===== src/rtl/eight_dice_if.sv =====
// Die-value input and scanned row/column outputs between the die logic and the LED matrix.
// The master drives the die value; the slave (eight_dice) drives the matrix pins.
interface eight_dice_if;
  logic [2:0] s;
  logic [2:0] row;
  logic [2:0] col;

  modport master (output s, input row, input col);
  modport slave  (input s, output row, output col);
endinterface


===== src/rtl/eight_dice.sv =====
// Row-scanned 3x3 LED driver showing an eight-valued die face of s+1 pips.
// The die value is latched once per frame, so a frame never mixes two faces.
module eight_dice #(
  parameter int unsigned SCAN_DIV   = 1,
  parameter bit          ACTIVE_LOW = 1'b0
) (
  input  logic        clk,
  input  logic        reset,
  eight_dice_if.slave dice
);

  localparam int unsigned DIV_W = (SCAN_DIV > 1) ? $clog2(SCAN_DIV) : 1;
  localparam logic [DIV_W-1:0] DIV_LAST = DIV_W'(SCAN_DIV - 1);

  typedef enum logic [1:0] {
    ROW_TOP = 2'd0,
    ROW_MID = 2'd1,
    ROW_BOT = 2'd2
  } row_e;

  logic [DIV_W-1:0] div_cnt;
  logic [DIV_W-1:0] div_cnt_next;
  row_e             row_idx;
  row_e             row_idx_next;
  logic [2:0]       face_q;
  logic [2:0]       face_next;
  logic [2:0]       row_q;
  logic [2:0]       row_next;
  logic [2:0]       col_q;
  logic [2:0]       col_next;
  logic             tick;

  // Pip layout per face, packed as {row0, row1, row2} with bit 2 = right column.
  function automatic logic [2:0] face_row(input logic [2:0] face, input row_e r);
    logic [8:0] pat;
    pat = 9'b000_000_000;
    case (face)
      3'd0: pat = 9'b000_010_000;
      3'd1: pat = 9'b001_000_100;
      3'd2: pat = 9'b001_010_100;
      3'd3: pat = 9'b101_000_101;
      3'd4: pat = 9'b101_010_101;
      3'd5: pat = 9'b101_101_101;
      3'd6: pat = 9'b101_111_101;
      3'd7: pat = 9'b111_101_111;
      default: pat = 9'b000_000_000;
    endcase
    case (r)
      ROW_TOP: return pat[8:6];
      ROW_MID: return pat[5:3];
      default: return pat[2:0];
    endcase
  endfunction

  always_ff @(posedge clk) begin
    if (reset) begin
      div_cnt <= '0;
      row_idx <= ROW_TOP;
      face_q  <= 3'b000;
      row_q   <= 3'b000;
      col_q   <= 3'b000;
    end else begin
      div_cnt <= div_cnt_next;
      row_idx <= row_idx_next;
      face_q  <= face_next;
      row_q   <= row_next;
      col_q   <= col_next;
    end
  end

  // Outputs are built from pre-edge row/face, so the pins trail the scanner by one cycle.
  always_comb begin
    tick         = (div_cnt == DIV_LAST);
    div_cnt_next = tick ? '0 : div_cnt + 1'b1;
    row_idx_next = row_idx;
    face_next    = face_q;
    row_next     = 3'b000;
    col_next     = face_row(face_q, row_idx);

    if (tick) begin
      case (row_idx)
        ROW_TOP: row_idx_next = ROW_MID;
        ROW_MID: row_idx_next = ROW_BOT;
        ROW_BOT: begin
          row_idx_next = ROW_TOP;
          face_next    = dice.s;
        end
        default: row_idx_next = ROW_TOP;
      endcase
    end

    case (row_idx)
      ROW_TOP: row_next = 3'b001;
      ROW_MID: row_next = 3'b010;
      ROW_BOT: row_next = 3'b100;
      default: row_next = 3'b001;
    endcase
  end

  assign dice.row = row_q ^ {3{ACTIVE_LOW}};
  assign dice.col = col_q ^ {3{ACTIVE_LOW}};

endmodule


===== src/flat_wrapper.sv =====
// flat-port wrapper written by rule: the top's interface ports become plain ports
module eight_dice_flat 
#(
  parameter int unsigned SCAN_DIV   = 1,
  parameter bit          ACTIVE_LOW = 1'b0
)
  (clk, reset, dice_s, dice_row, dice_col);
  eight_dice_if dice_i ();
  input  logic clk;
  input  logic reset;
  input wire logic [$bits(dice_i.s)-1:0] dice_s;
  output wire logic [$bits(dice_i.row)-1:0] dice_row;
  output wire logic [$bits(dice_i.col)-1:0] dice_col;
  assign dice_i.s = dice_s;
  assign dice_row = dice_i.row;
  assign dice_col = dice_i.col;
  eight_dice #(.SCAN_DIV(SCAN_DIV), .ACTIVE_LOW(ACTIVE_LOW)) u_core (.clk(clk), .reset(reset), .dice(dice_i));
endmodule

===== config.mk =====
export PLATFORM = sky130hd
export DESIGN_NAME = eight_dice_flat
export DESIGN_NICKNAME = d
export VERILOG_FILES = /design/src/rtl/eight_dice_if.sv /design/src/rtl/eight_dice.sv /design/src/flat_wrapper.sv
export SDC_FILE = /design/constraint.sdc
export NUM_CORES = 1
export LEC_CHECK = 0
export ABC_AREA = 1
export BUFFER_PORTS_ARGS = -buffer_cell sky130_fd_sc_hd__buf_4
export CORE_AREA = 3 3 40 42
export CTS_BUF_LIST = sky130_fd_sc_hd__clkbuf_8
export DETAILED_ROUTE_END_ITERATION = 12
export DIE_AREA = 0 0 43 45
export GPL_TIMING_DRIVEN = 1
export PLACE_DENSITY = 0.79
export SYNTH_ARGS = -nofsm -noshare
export SYNTH_HDL_FRONTEND = slang
export SYNTH_SLANG_ARGS = --single-unit

===== constraint.sdc =====
create_clock -name clk -period 1.3 [get_ports clk]
set_input_delay 0.065 -clock clk [delete_from_list [all_inputs] [get_ports clk]]
set_output_delay 0.065 -clock clk [all_outputs]
set_load 0.05 [all_outputs]

[Word-level counts from Yosys, hierarchy flattened]
Memory sizes are Yosys's and may differ from the RTL's. A register that Yosys moved wholly into a read port is not among the register bits.
Cells that the tools add are included.
Word-level totals
  latch bits: 0
  bits in read-only memories: 72
  memories kept: 1
  bits of input ports: 5
  RAM bits: 0
  word-level logic and storage cells: 18
  bits in registers: 12
  output and inout port bits: 6
Cells by class
  order comparisons: 0
  add/subtract/negate cells: 1
  mux-type cells: 5
  eq/ne operators: 2
  divide/modulo/power cells: 0
  bitwise operators: 1
  shifts and indexed selects: 0
  reduce and logical (&&, ||, !) cells: 3
  multiply operators: 0
Memory list
  (name not given): depth 8, width 9, rd ports 1, clocked after memory_dff 1, write ports 0, line eight_dice.sv:37  | case (face)
Operator list (number)
  $pmux W3 S2: 2
  $mux W3: 2
  $pmux W2 S2: 1
  $eq A2 B1 Y1 const B: 1
  $eq A2 B2 Y1 const B: 1
  $logic_not A2 Y1: 1
  $reduce_and A2 Y1: 1
  $reduce_or A2 Y1: 1
  $add A1 B1 Y1 const B: 1
  $not A1 Y1: 1

[Longest topological paths before layout]
  depth after elaboration: 4
  depth in mapped cells: 7
  mapped depth without buffers: 7

[Least setup slack after synthesis]
No wires, ideal clock.
  kind: register -> register
  from: reg u_core.row_idx[0]
  to: reg with a tool-made name
  setup slack: 0.160 ns
  setup time: 0.122 ns
  path buffers: 0
  cell stages (with the launch flop): 7
  arrival: 1.018 ns
  clock period less this slack: 1.140 ns
  data required time: 1.178 ns
  cell sequence: dfxtp_1 inv_1 ha_1 nand2_4 nand2_2 nand3_4 nand3_1
RTL lines
  from (decl): line eight_dice.sv:23  | row_e row_idx;
  from (signal assigned): line eight_dice.sv:64  | row_idx <= row_idx_next;

==> impl_metrics.toml <==
[yosys]
synth-seq-area-share_pct = 49.7
syn_inst = 75
syn_nets = 85
ys_types = 21
synth.avg_cell_area_um2 = 9.13
yosysWarningCount = 0
synth_area_um2 = 684
synth_seq_cells = 17

[placement]
dp.cells = 100
place_area_um2 = 778
hpwl_um = 812
numPortBuffers = 10
gp_congestion = 0.682

[routing]
drt_iter0_drc = 6
drt_pass1_iterations = 4
via_per_inst = 4.88
post_drt_wl_per_cell_um = 10.6
ant_nets = 0
vias = 507
routed_wl_um = 1100
drc = 0

[cts]
cts_buffers = 3
cts_tree = "yes"
clk_pin_slew_ns = 0.06
cts.sinks = 17
clockBufferDepth = 2
htree_num_levels = 1
postCtsSetupRepairBufs = 0
clock_latency_ns = 0.24
cts_root_buf = "clkbuf_8"

[power]
power_density_nw_per_um2 = 1310
p_leak_uw = 0.000402
peakVddDrop_v = 0.000730
p_total_uw = 1100

[floorplan]
ios = 11
die_w_um = 43
core_um2 = 1280
start_util_pct = 53.3
dieArea_um2 = 1940
num_rows = 13
die_h_um = 45

[worst_setup_path]
crit_fanout = 6
critical_path_class = "reg2reg"
critPathArrivalTime_ns = 1.30
endpoint_kind = "flop"
r2r_cells = 7
cp-start-kind = "flop"
worstPathRequired_ns = 1.44

[timing]
setup_violations = 0
finalHoldViolCount = 0
finClkSkew_ns = 0.00181
rsz0062_at_grt = "no"
slew_viol_final = 0
fin_crit_sh_pct = 89.2
setup_tns_ns = 0
max_freq_mhz = 863
min_period_ns = 1.16

[layout]
antenna_cells = 0
syn_to_final_growth_pct = 22.7
num-nets-final = 100
stdcell_area_um2 = 840
drive_above_1_share_pct = 31.5
final-seq-area_um2 = 342
n_fill_cell = 101
multiInputGateArea_um2 = 309
instances_no_fill = 104

[hold_path]
holdPathStages = 2
hp-class = "in2reg"

[job]
cap_viol_max_count = 0

[grt]
grt_use_total_pct = 14.0
grt_max_degree = 10
grt_pass1_wl_um = 2020
grt-ovfl-total = 0
grt_pass1_vias = 509
antenna_found_initial = 0

[outcome]
run_status = "complete, no violations"
-- report_power, final --
| part | switching, uW | total [uW] | internal [uW] |
|---|---|---|---|
| Clock | 160 | 369 | 209 |
| Sequential | 12.9 | 563 | 550 |
| Combinational | 107 | 164 | 56.8 |
-- kinds of logic (layout without fill, tap and decap cells) --
group / after synthesis / count (layout) / share of synthesized area, %
fa+ha+maj: 5 / 5 / 9.14
flops: 17 / 17 / 49.7
other cells: 1 / 1 / 0.548
simple gates: 29 / 29 / 24.5
compound gates: 10 / 10 / 8.77
buf+inv: 13 / 27 / 7.31
-- worst max-delay path: stages (launching register included) --
cell	delay [ns]
dfxtp_2	0.33
inv_1	0.15
ha_4	0.21
nand2_4	0.08
nand2_1	0.07
nand2_1	0.07
nand3_2	0.09
nand2_1	0.05
-- cell type report --
type / instances / area share [%]
Multi-Input combinational cell: 45 / 36.8
Timing Repair Buffer: 10 / 8.94
Clock buffer: 3 / 4.92
Clock inverter: 1 / 0.447
Tap cell: 15 / 2.24
Inverter: 13 / 5.96
Sequential cell: 17 / 40.7
-- stage by stage --
| step | util [%] | hold slack (ns) | setup WS, ns |
|---|---|---|---|
| finish | 65.3 | 0.0187 | 0.141 |
| global route | 65.3 | 0.0173 | 0.0122 |
| CTS | 64.1 | 0.0178 | 0.0310 |
| detailed placement | 60.6 | 0.274 | 0.0443 |
| global placement | 60.6 | 0.274 | 0.0982 |
| floorplan | - | 0.134 | 0.160 |
-- Yosys cell counts --
master    count  area share (%)
o21ai_2       1             1.3
nand3_2       3             4.4
clkinv_2      1            0.73
nand2_4       1             1.6
nor2_1        3             1.6
and3_1        1            0.91
nand2_2       2             1.8
inv_1        11             6.0
dfxtp_1      17              50
o21ai_0       3             2.2
conb_1        1            0.55
nand2_1      12             6.6
ha_1          5             9.1
nand3b_1      1             1.1
a21oi_1       3             2.2
a21oi_2       1             1.3
a31oi_1       2             1.8
nor2_2        1            0.91
nand3_4       1             2.6
nand3_1       4             2.9
inv_2         1            0.55
-- layer usage --
layer  vias up  part of all wire [%]  GRT usage [%]
li1        263                     -              -
met1       221                    43           16.1
met2        21                    48           25.1
met3         2                   7.2           3.59
met4         0                  0.72           5.42
met5         -                     0              0
-- layout by cell type, fill, tap and decap left out --
cell type	instances
nand3_1	4
nand3b_1	1
a31oi_1	2
o21ai_0	3
and3_1	1
nor2_1	3
nand2_1	12
ha_1	3
ha_4	1
dfxtp_2	1
nand3_2	3
buf_4	10
nand2_4	1
conb_1	1
ha_2	1
nand3_4	1
o21ai_2	1
nor2_2	1
inv_1	12
a21oi_2	1
a21oi_1	3
clkinv_2	1
clkbuf_8	3
dfxtp_1	16
nand2_2	2
inv_2	1
-- what timing repair did --
item / 4_1_cts / 5_1_grt
hold buffers: 0 / 0
gates resized for setup: 0 / 4
endpoints found under the setup margin: 0 / 7
-- path summary, 6_finish.rpt --
check                       end  slack, ns              start
max                        flop       0.14  u_core.row_idx[0]
min          u_core.dice.col[2]       0.02              reset
max reg2reg                flop       0.14  u_core.row_idx[0]
min reg2reg  u_core.dice.col[1]       0.44               flop
Power figures use the tool's default switching activity.
